`src/rtl/fft_pkg.sv`:
```
// Shared constants and types for the FFT peak detector.
// The FFT_PEAK_THRESHOLD_EN build option is handled in the interface and top files.
package fft_pkg;

  localparam int DATA_W   = 16;
  localparam int N_POINTS = 64;
  localparam int IDX_W    = $clog2(N_POINTS);

  typedef struct packed {
    logic signed [DATA_W-1:0] re;
    logic signed [DATA_W-1:0] im;
  } cplx_t;

  typedef logic [2*DATA_W:0] mag_t;

  typedef enum logic [1:0] {IDLE, COLLECT, DRAIN, DONE} peak_state_t;

endpackage

```
`src/rtl/fft_peak_detect_if.sv`:
```
// Bin stream, control and result bundle of the FFT peak detector.
// FFT_PEAK_THRESHOLD_EN adds the threshold input and the peak_found result.
interface fft_peak_detect_if #(
  parameter int DATA_W   = 16,
  parameter int N_POINTS = 64
);
  localparam int IDX_W = $clog2(N_POINTS);

  logic                start;
  logic                bin_valid;
  logic [2*DATA_W-1:0] bin_data;
  logic                bin_ready;
  logic                busy;
  logic                peak_valid;
  logic [IDX_W-1:0]    peak_idx;
  logic [2*DATA_W:0]   peak_mag;
`ifdef FFT_PEAK_THRESHOLD_EN
  logic [2*DATA_W:0]   threshold;
  logic                peak_found;

  modport master (
    output start, bin_valid, bin_data, threshold,
    input  bin_ready, busy, peak_valid, peak_idx, peak_mag, peak_found
  );
  modport slave (
    input  start, bin_valid, bin_data, threshold,
    output bin_ready, busy, peak_valid, peak_idx, peak_mag, peak_found
  );
`else
  modport master (
    output start, bin_valid, bin_data,
    input  bin_ready, busy, peak_valid, peak_idx, peak_mag
  );
  modport slave (
    input  start, bin_valid, bin_data,
    output bin_ready, busy, peak_valid, peak_idx, peak_mag
  );
`endif

endinterface

```
`src/rtl/fft_mag_sq.sv`:
```
// Three-stage squared-magnitude pipe (register, square, sum) with the bin
// tag (valid, in-window flag, index) travelling alongside the data.
module fft_mag_sq import fft_pkg::*; #(
  parameter int DATA_W   = fft_pkg::DATA_W,
  parameter int N_POINTS = fft_pkg::N_POINTS,
  parameter int BIN_LO   = 1,
  parameter int BIN_HI   = 31,
  localparam int IDX_W   = $clog2(N_POINTS)
) (
  input  logic                clk,
  input  logic                reset,
  input  logic                in_valid,
  input  logic [2*DATA_W-1:0] in_data,
  input  logic [IDX_W-1:0]    in_idx,
  output logic                out_valid,
  output logic                out_in_window,
  output logic [IDX_W-1:0]    out_idx,
  output logic [2*DATA_W:0]   out_mag,
  output logic                pipe_active
);

  localparam int TAG_W = IDX_W + 2;
  localparam logic [IDX_W-1:0] LO_IDX = IDX_W'(BIN_LO);
  localparam logic [IDX_W-1:0] HI_IDX = IDX_W'(BIN_HI);

  logic [TAG_W-1:0]         tag_in;
  logic [TAG_W-1:0]         tag_reg [3];
  logic signed [DATA_W-1:0] re_reg, im_reg;
  logic [2*DATA_W-1:0]      re_sq_reg, im_sq_reg;
  logic [2*DATA_W:0]        mag_reg;

  assign tag_in = {in_valid, (in_idx >= LO_IDX) && (in_idx <= HI_IDX), in_idx};

  genvar gi;
  generate
    for (gi = 0; gi < 3; gi++) begin : g_tag
      if (gi == 0) begin : g_head
        always_ff @(posedge clk) begin
          if (!reset) tag_reg[0] <= '0;
          else        tag_reg[0] <= tag_in;
        end
      end else begin : g_body
        always_ff @(posedge clk) begin
          if (!reset) tag_reg[gi] <= '0;
          else        tag_reg[gi] <= tag_reg[gi-1];
        end
      end
    end
  endgenerate

  // Squares are non-negative, so the sum is formed unsigned one bit wider.
  always_ff @(posedge clk) begin
    re_reg    <= in_data[2*DATA_W-1:DATA_W];
    im_reg    <= in_data[DATA_W-1:0];
    re_sq_reg <= re_reg * re_reg;
    im_sq_reg <= im_reg * im_reg;
    mag_reg   <= {1'b0, re_sq_reg} + {1'b0, im_sq_reg};
  end

  assign out_valid     = tag_reg[2][TAG_W-1];
  assign out_in_window = tag_reg[2][TAG_W-2];
  assign out_idx       = tag_reg[2][IDX_W-1:0];
  assign out_mag       = mag_reg;
  assign pipe_active   = tag_reg[0][TAG_W-1] | tag_reg[1][TAG_W-1] | tag_reg[2][TAG_W-1];

endmodule

```
`src/rtl/fft_peak_detect.sv`:
```
// Frame controller and running-maximum stage of the FFT peak detector.
// Optional FFT_PEAK_THRESHOLD_EN gates the reported peak with a latched threshold.
module fft_peak_detect import fft_pkg::*; #(
  parameter int N_POINTS = fft_pkg::N_POINTS,
  parameter int DATA_W   = fft_pkg::DATA_W,
  parameter int BIN_LO   = 1,
  parameter int BIN_HI   = 31
) (
  input  logic            clk,
  input  logic            reset,
  fft_peak_detect_if.slave bus
);

  localparam int IDX_W = $clog2(N_POINTS);
  localparam logic [IDX_W-1:0] LAST_IDX = IDX_W'(N_POINTS - 1);
  localparam logic [IDX_W-1:0] LO_IDX   = IDX_W'(BIN_LO);

  peak_state_t       state_reg;
  logic [IDX_W-1:0]  cnt_reg, max_idx_reg, peak_idx_reg;
  logic [2*DATA_W:0] max_mag_reg, peak_mag_reg;
  logic              bin_ready_reg, busy_reg, peak_valid_reg, s4_valid_reg;
`ifdef FFT_PEAK_THRESHOLD_EN
  logic [2*DATA_W:0] threshold_reg;
  logic              peak_found_reg;
`endif

  logic              accept;
  logic              s3_valid, s3_in_window, pipe_active;
  logic [IDX_W-1:0]  s3_idx;
  logic [2*DATA_W:0] s3_mag;

  assign accept = bus.bin_valid && bin_ready_reg;

  fft_mag_sq #(
    .DATA_W  (DATA_W),
    .N_POINTS(N_POINTS),
    .BIN_LO  (BIN_LO),
    .BIN_HI  (BIN_HI)
  ) u_mag_sq (
    .clk          (clk),
    .reset        (reset),
    .in_valid     (accept),
    .in_data      (bus.bin_data),
    .in_idx       (cnt_reg),
    .out_valid    (s3_valid),
    .out_in_window(s3_in_window),
    .out_idx      (s3_idx),
    .out_mag      (s3_mag),
    .pipe_active  (pipe_active)
  );

  always_ff @(posedge clk) begin
    if (!reset) begin
      state_reg      <= IDLE;
      cnt_reg        <= '0;
      max_idx_reg    <= '0;
      max_mag_reg    <= '0;
      peak_idx_reg   <= '0;
      peak_mag_reg   <= '0;
      bin_ready_reg  <= 1'b0;
      busy_reg       <= 1'b0;
      peak_valid_reg <= 1'b0;
      s4_valid_reg   <= 1'b0;
`ifdef FFT_PEAK_THRESHOLD_EN
      threshold_reg  <= '0;
      peak_found_reg <= 1'b0;
`endif
    end else begin
      peak_valid_reg <= 1'b0;
      s4_valid_reg   <= s3_valid;
      // Strict greater-than keeps the lowest index on ties.
      if (s3_valid && s3_in_window && (s3_mag > max_mag_reg)) begin
        max_mag_reg <= s3_mag;
        max_idx_reg <= s3_idx;
      end
      case (state_reg)
        IDLE: begin
          if (bus.start) begin
            state_reg     <= COLLECT;
            cnt_reg       <= '0;
            max_mag_reg   <= '0;
            max_idx_reg   <= LO_IDX;
            busy_reg      <= 1'b1;
            bin_ready_reg <= 1'b1;
`ifdef FFT_PEAK_THRESHOLD_EN
            threshold_reg <= bus.threshold;
`endif
          end
        end
        COLLECT: begin
          if (accept) begin
            cnt_reg <= cnt_reg + IDX_W'(1);
            if (cnt_reg == LAST_IDX) begin
              bin_ready_reg <= 1'b0;
              state_reg     <= DRAIN;
            end
          end
        end
        DRAIN: begin
          if (!pipe_active && !s4_valid_reg) begin
            state_reg      <= DONE;
            peak_valid_reg <= 1'b1;
            busy_reg       <= 1'b0;
`ifdef FFT_PEAK_THRESHOLD_EN
            if (max_mag_reg >= threshold_reg) begin
              peak_found_reg <= 1'b1;
              peak_idx_reg   <= max_idx_reg;
              peak_mag_reg   <= max_mag_reg;
            end else begin
              peak_found_reg <= 1'b0;
              peak_idx_reg   <= '0;
              peak_mag_reg   <= '0;
            end
`else
            peak_idx_reg   <= max_idx_reg;
            peak_mag_reg   <= max_mag_reg;
`endif
          end
        end
        DONE:    state_reg <= IDLE;
        default: state_reg <= IDLE;
      endcase
    end
  end

  assign bus.bin_ready  = bin_ready_reg;
  assign bus.busy       = busy_reg;
  assign bus.peak_valid = peak_valid_reg;
  assign bus.peak_idx   = peak_idx_reg;
  assign bus.peak_mag   = peak_mag_reg;
`ifdef FFT_PEAK_THRESHOLD_EN
  assign bus.peak_found = peak_found_reg;
`endif

endmodule

```
`src/flat_wrapper.sv`:
```
// flat-port wrapper written by rule: the top's interface ports become plain ports
module fft_peak_detect_flat import fft_pkg::*;
#(
  parameter int N_POINTS = fft_pkg::N_POINTS,
  parameter int DATA_W   = fft_pkg::DATA_W,
  parameter int BIN_LO   = 1,
  parameter int BIN_HI   = 31
)
  (clk, reset, bus_start, bus_bin_valid, bus_bin_data, bus_bin_ready, bus_busy, bus_peak_valid, bus_peak_idx, bus_peak_mag);
  fft_peak_detect_if #(.DATA_W(DATA_W), .N_POINTS(N_POINTS)) bus_i ();
  input  logic clk;
  input  logic reset;
  input wire logic [$bits(bus_i.start)-1:0] bus_start;
  input wire logic [$bits(bus_i.bin_valid)-1:0] bus_bin_valid;
  input wire logic [$bits(bus_i.bin_data)-1:0] bus_bin_data;
  output wire logic [$bits(bus_i.bin_ready)-1:0] bus_bin_ready;
  output wire logic [$bits(bus_i.busy)-1:0] bus_busy;
  output wire logic [$bits(bus_i.peak_valid)-1:0] bus_peak_valid;
  output wire logic [$bits(bus_i.peak_idx)-1:0] bus_peak_idx;
  output wire logic [$bits(bus_i.peak_mag)-1:0] bus_peak_mag;
  assign bus_i.start = bus_start;
  assign bus_i.bin_valid = bus_bin_valid;
  assign bus_i.bin_data = bus_bin_data;
  assign bus_bin_ready = bus_i.bin_ready;
  assign bus_busy = bus_i.busy;
  assign bus_peak_valid = bus_i.peak_valid;
  assign bus_peak_idx = bus_i.peak_idx;
  assign bus_peak_mag = bus_i.peak_mag;
  fft_peak_detect #(.N_POINTS(N_POINTS), .DATA_W(DATA_W), .BIN_LO(BIN_LO), .BIN_HI(BIN_HI)) u_core (.clk(clk), .reset(reset), .bus(bus_i));
endmodule
```
`config.mk`:
```
export PLATFORM = sky130hd
export DESIGN_NAME = fft_peak_detect_flat
export DESIGN_NICKNAME = d
export VERILOG_FILES = /design/src/rtl/fft_pkg.sv /design/src/rtl/fft_peak_detect_if.sv /design/src/rtl/fft_mag_sq.sv /design/src/rtl/fft_peak_detect.sv /design/src/flat_wrapper.sv
export SDC_FILE = /design/constraint.sdc
export NUM_CORES = 2
export LEC_CHECK = 0
export ABC_AREA = 0
export CAP_MARGIN = 10
export CORE_MARGIN = 2
export CORE_UTILIZATION = 25
export CTS_CLUSTER_DIAMETER = 30
export DETAILED_ROUTE_END_ITERATION = 7
export GPL_ROUTABILITY_DRIVEN = 0
export PLACE_DENSITY = 0.44
export SYNTH_ARGS = -nofsm -noshare
export SYNTH_HDL_FRONTEND = slang
export SYNTH_SLANG_ARGS = --single-unit
```
`constraint.sdc`:
```
create_clock -name clk -period 14.1 [get_ports clk]
set_input_delay 1.41 -clock clk [delete_from_list [all_inputs] [get_ports clk]]
set_output_delay 1.41 -clock clk [all_outputs]
set_load 0.03 [all_outputs]
```
==> impl_metrics.csv <==
group,metric,value,unit
synthesis,synthAdderAreaFrac,0.466,
worst_hold_path,hold_class,"reg -> reg",
finish,fin_cells,4361,
sta,worst_slew_pin_slew,918,ps
sta,rsz0062_at_grt,"false",
sta,slew_headroom,0.387,
synthesis,synthXorXnorAreaFrac,0.0375,
sta,fin_skew,24.6,ps
sta,period_share,0.489,
clocking,cts_hold_buf,0,
run_status,status,"finished, violations left",
placement,place_inst,4229,
synthesis,synth_area,0.0266,mm²
clocking,cts_tree,"yes",
floorplan,num_io_pins,78,
floorplan,dieArea,0.109,mm²
drt,wl,62.0,mm
sta,finalHoldViolCount,0,
run,maxCapViolations,0,
clocking,cts_buffers,75,
worst_setup_path,rrSetupSlack,7200,ps
worst_setup_path,cp-start-kind,"flip-flop",
synthesis,synth.yosys.seq_area_share,0.181,
synthesis,ys_types,68,
clocking,cts_buffer_depth,3,
clocking,post_cts_resized,0,
synthesis,yosys_warnings,0,
clocking,cts.sinks,241,
drt,detail-route-antenna-nets,0,
worst_setup_path,crit_buf_inv,4,
sta,finalSetupViolations,0,
finish,diodes,0,
worst_hold_path,holdPathStages,1,
synthesis,synth_top_family_by_area,"adder cells",
clocking,clkTransAtPathRegs,50,ps
worst_setup_path,startpoint,"u_core.u_mag_sq.re_reg[15]",
synthesis,ys_seq_elements,241,
worst_setup_path,rr_endpoint,"u_core.u_mag_sq.re_sq_reg[30]",
global_route,antenna_found_initial,0,
synthesis,synth-compound-area-share,0.0757,
finish,area_delta_synth_final,18.5,%
synthesis,synthFlopType,"dfxtp_1",
drt,drt_pass1_iterations,7,
worst_setup_path,reg2reg_from,"u_core.u_mag_sq.re_reg[15]",
global_route,grt.total_usage,0.120,
sta,finalSetupTns,0,ps
synthesis,synth_mux_area_frac,0.0170,
worst_setup_path,path_class,"reg -> reg",
placement,port-buffer-count,77,
clocking,insertion_delay,600,ps
floorplan,die_h,330,µm
run_status,violations,"design-rule violations",
synthesis,syn_area_per_cell,9.43,µm²
clocking,cts_root_buf,"clkbuf_16",
floorplan,rows,119,
placement,dp_hpwl,50.5,mm
sta,max_freq,145,MHz
worst_setup_path,crit_path_end,"u_core.u_mag_sq.re_sq_reg[30]",
sta,drv_slew,0,
worst_setup_path,setup.worst_path.end_class,"flip-flop",
drt,wl_per_cell,14.2,µm
synthesis,synth_edf_count,0,
global_route,grt-ovfl-total,0,
clocking,cts_setup_buffers,0,
synthesis,syn-instance-count,2823,
drt,vias,18100,
finish,fin_nets,3663,
global_route,grt_pass1_wl,104,mm
worst_setup_path,crit_path_cell_trace,"buf_4 > inv_1 > nor2_1 > fa_1 > fa_1 > inv_1 > fa_1 > fa_1 > fa_1 > fa_1 > inv_1 > ha_1 > nand2_1 > or2_2 > o32ai_1 > a41oi_2 > a31oi_1 > a311o_1 > xor2_1",
finish,utilization,0.299,
synthesis,async_reset_ff_frac,0,
synthesis,synthSimpleGateAreaFrac,0.113,
worst_setup_path,required,14620,ps
worst_setup_path,arrival,7420,ps
worst_setup_path,crit_top_cell,"fa_1",
global_route,grt_max_degree,75,
synthesis,syn_nets,3571,
floorplan,die_x,330,µm
finish,drive_gt1_frac,0.0539,
drt,drt_iter0_markers,709,
drt,remaining_drc_errors,8,
worst_setup_path,critPathTopFamily,"adder cells",
drt,vias_per_cell,4.15,
sta,period_needed,6900,ps
worst_setup_path,crit_path_max_incr_delay,720,ps
global_route,grt_pass1_vias,20200,
clocking,htree_levels,3,
finish,fill_cells,11200,
worst_setup_path,crit_cells,19,
worst_setup_path,crit_slowest_cell,"fa_1",
worst_setup_path,rr_worst_depth,19,
sta,fin_hold_ws,428,ps
floorplan,core,0.105,mm²
floorplan,start_util,0.253,
worst_setup_path,cp_max_fo,23,
-- cell families (layout without fill, tap and decap cells) --
| kind of cell | after synthesis | count (layout) |
|---|---|---|
| xor gates and xnor gates | 114 | 114 |
| AOI/OAI and AO/OA | 295 | 295 |
| muxes | 45 | 45 |
| adders and majority gates | 712 | 712 |
| DFF | 241 | 241 |
| and+or+nand+nor | 644 | 644 |
| buffers and inverters | 772 | 919 |
-- area by class of cell --
cell class	instances	area, µm²	share of cell area
Clock inverter	33	507	0.0161
Sequential cell	241	4820	0.153
Timing Repair Buffer	93	886	0.0281
Multi-Input combinational cell	1810	18900	0.599
Tap cell	1391	1740	0.0552
Inverter	694	2610	0.0826
Clock buffer	99	2100	0.0666
-- synthesized netlist by cell type, types with 30 or more instances --
library cell    n  area [µm²]
xor2_1         35         307
dfxtp_1       241        4820
xnor2_1        79         692
inv_1         693        2600
nor2_1        140         526
and2_1        103         644
a21oi_1        74         370
mux2i_1        44         440
a21boi_0       42         315
clkbuf_1       72         270
o21ai_0        41         205
nand2_1       265         995
ha_1          245        3070
fa_1          467        9350
a21o_1         30         225
-- metal layers --
layer	part of all wire	up-vias	GRT usage
li1	-	8823	-
met1	0.44	8969	0.151
met2	0.50	207	0.212
met3	0.038	78	0.0225
met4	0.017	0	0.0318
met5	0	-	0
-- placed cells by master, fill, tap and decap left out, types with 5 or more instances in the layout --
master and n:
nor2b_1 19, clkinv_2 10, o21ai_0 41, and2_1 103, a31o_2 12, o21a_1 7, fa_1 467, nand4_1 20
nor3_1 17, mux2i_1 44, a21oi_1 74, clkbuf_8 9, xnor2_1 79, nor4_1 5, buf_4 16, clkbuf_16 77
nor2_1 140, xor2_1 35, a211o_1 6, o21bai_1 10, inv_1 693, nand2_1 264, clkdlybuf4s50_1 76, dfxtp_1 241
ha_1 245, nand3_1 22, o211ai_1 11, a211oi_1 13, a21boi_0 42, a21o_1 30, clkbuf_1 13, nand2b_1 18
a31oi_1 10, and3_1 10, o21ai_1 5, bufinv_16 9
-- how the worst min path moves through the flow --
stage	startpoint	end	slack, ps
finish	u_core.u_mag_sq.tag_reg[1][0]	u_core.u_mag_sq.tag_reg[2][0]	430
CTS	u_core.u_mag_sq.tag_reg[0][5]	u_core.u_mag_sq.tag_reg[1][5]	430
global placement	u_core.u_mag_sq.tag_reg[1][3]	u_core.u_mag_sq.tag_reg[2][3]	410
floorplan	u_core.u_mag_sq.re_reg[0]	u_core.u_mag_sq.re_sq_reg[0]	370
detailed placement	u_core.u_mag_sq.tag_reg[0][5]	u_core.u_mag_sq.tag_reg[1][5]	420
global route	u_core.u_mag_sq.tag_reg[0][6]	u_core.u_mag_sq.tag_reg[1][6]	440
-- per-stage QoR --
step	cell area, µm²	worst slack [ps]
after floorplan	26600	8100
after detailed placement	28900	7180
final	31500	7200
after global placement	28900	7220
after global routing	31500	6580
after CTS	31500	7160
-- worst register-to-register path, stage by stage (launching register included) --
cell,delay [ps]
dfxtp_1,300
buf_4,280
inv_1,360
nor2_1,320
fa_1,590
fa_1,720
inv_1,210
fa_1,520
fa_1,570
fa_1,440
fa_1,490
inv_1,40
ha_1,360
nand2_1,140
or2_2,290
o32ai_1,310
a41oi_2,100
a31oi_1,380
a311o_1,260
xor2_1,130
Power is not shown: default switching activity piles up to over one toggle a cycle in this logic, so the estimate is an artifact.
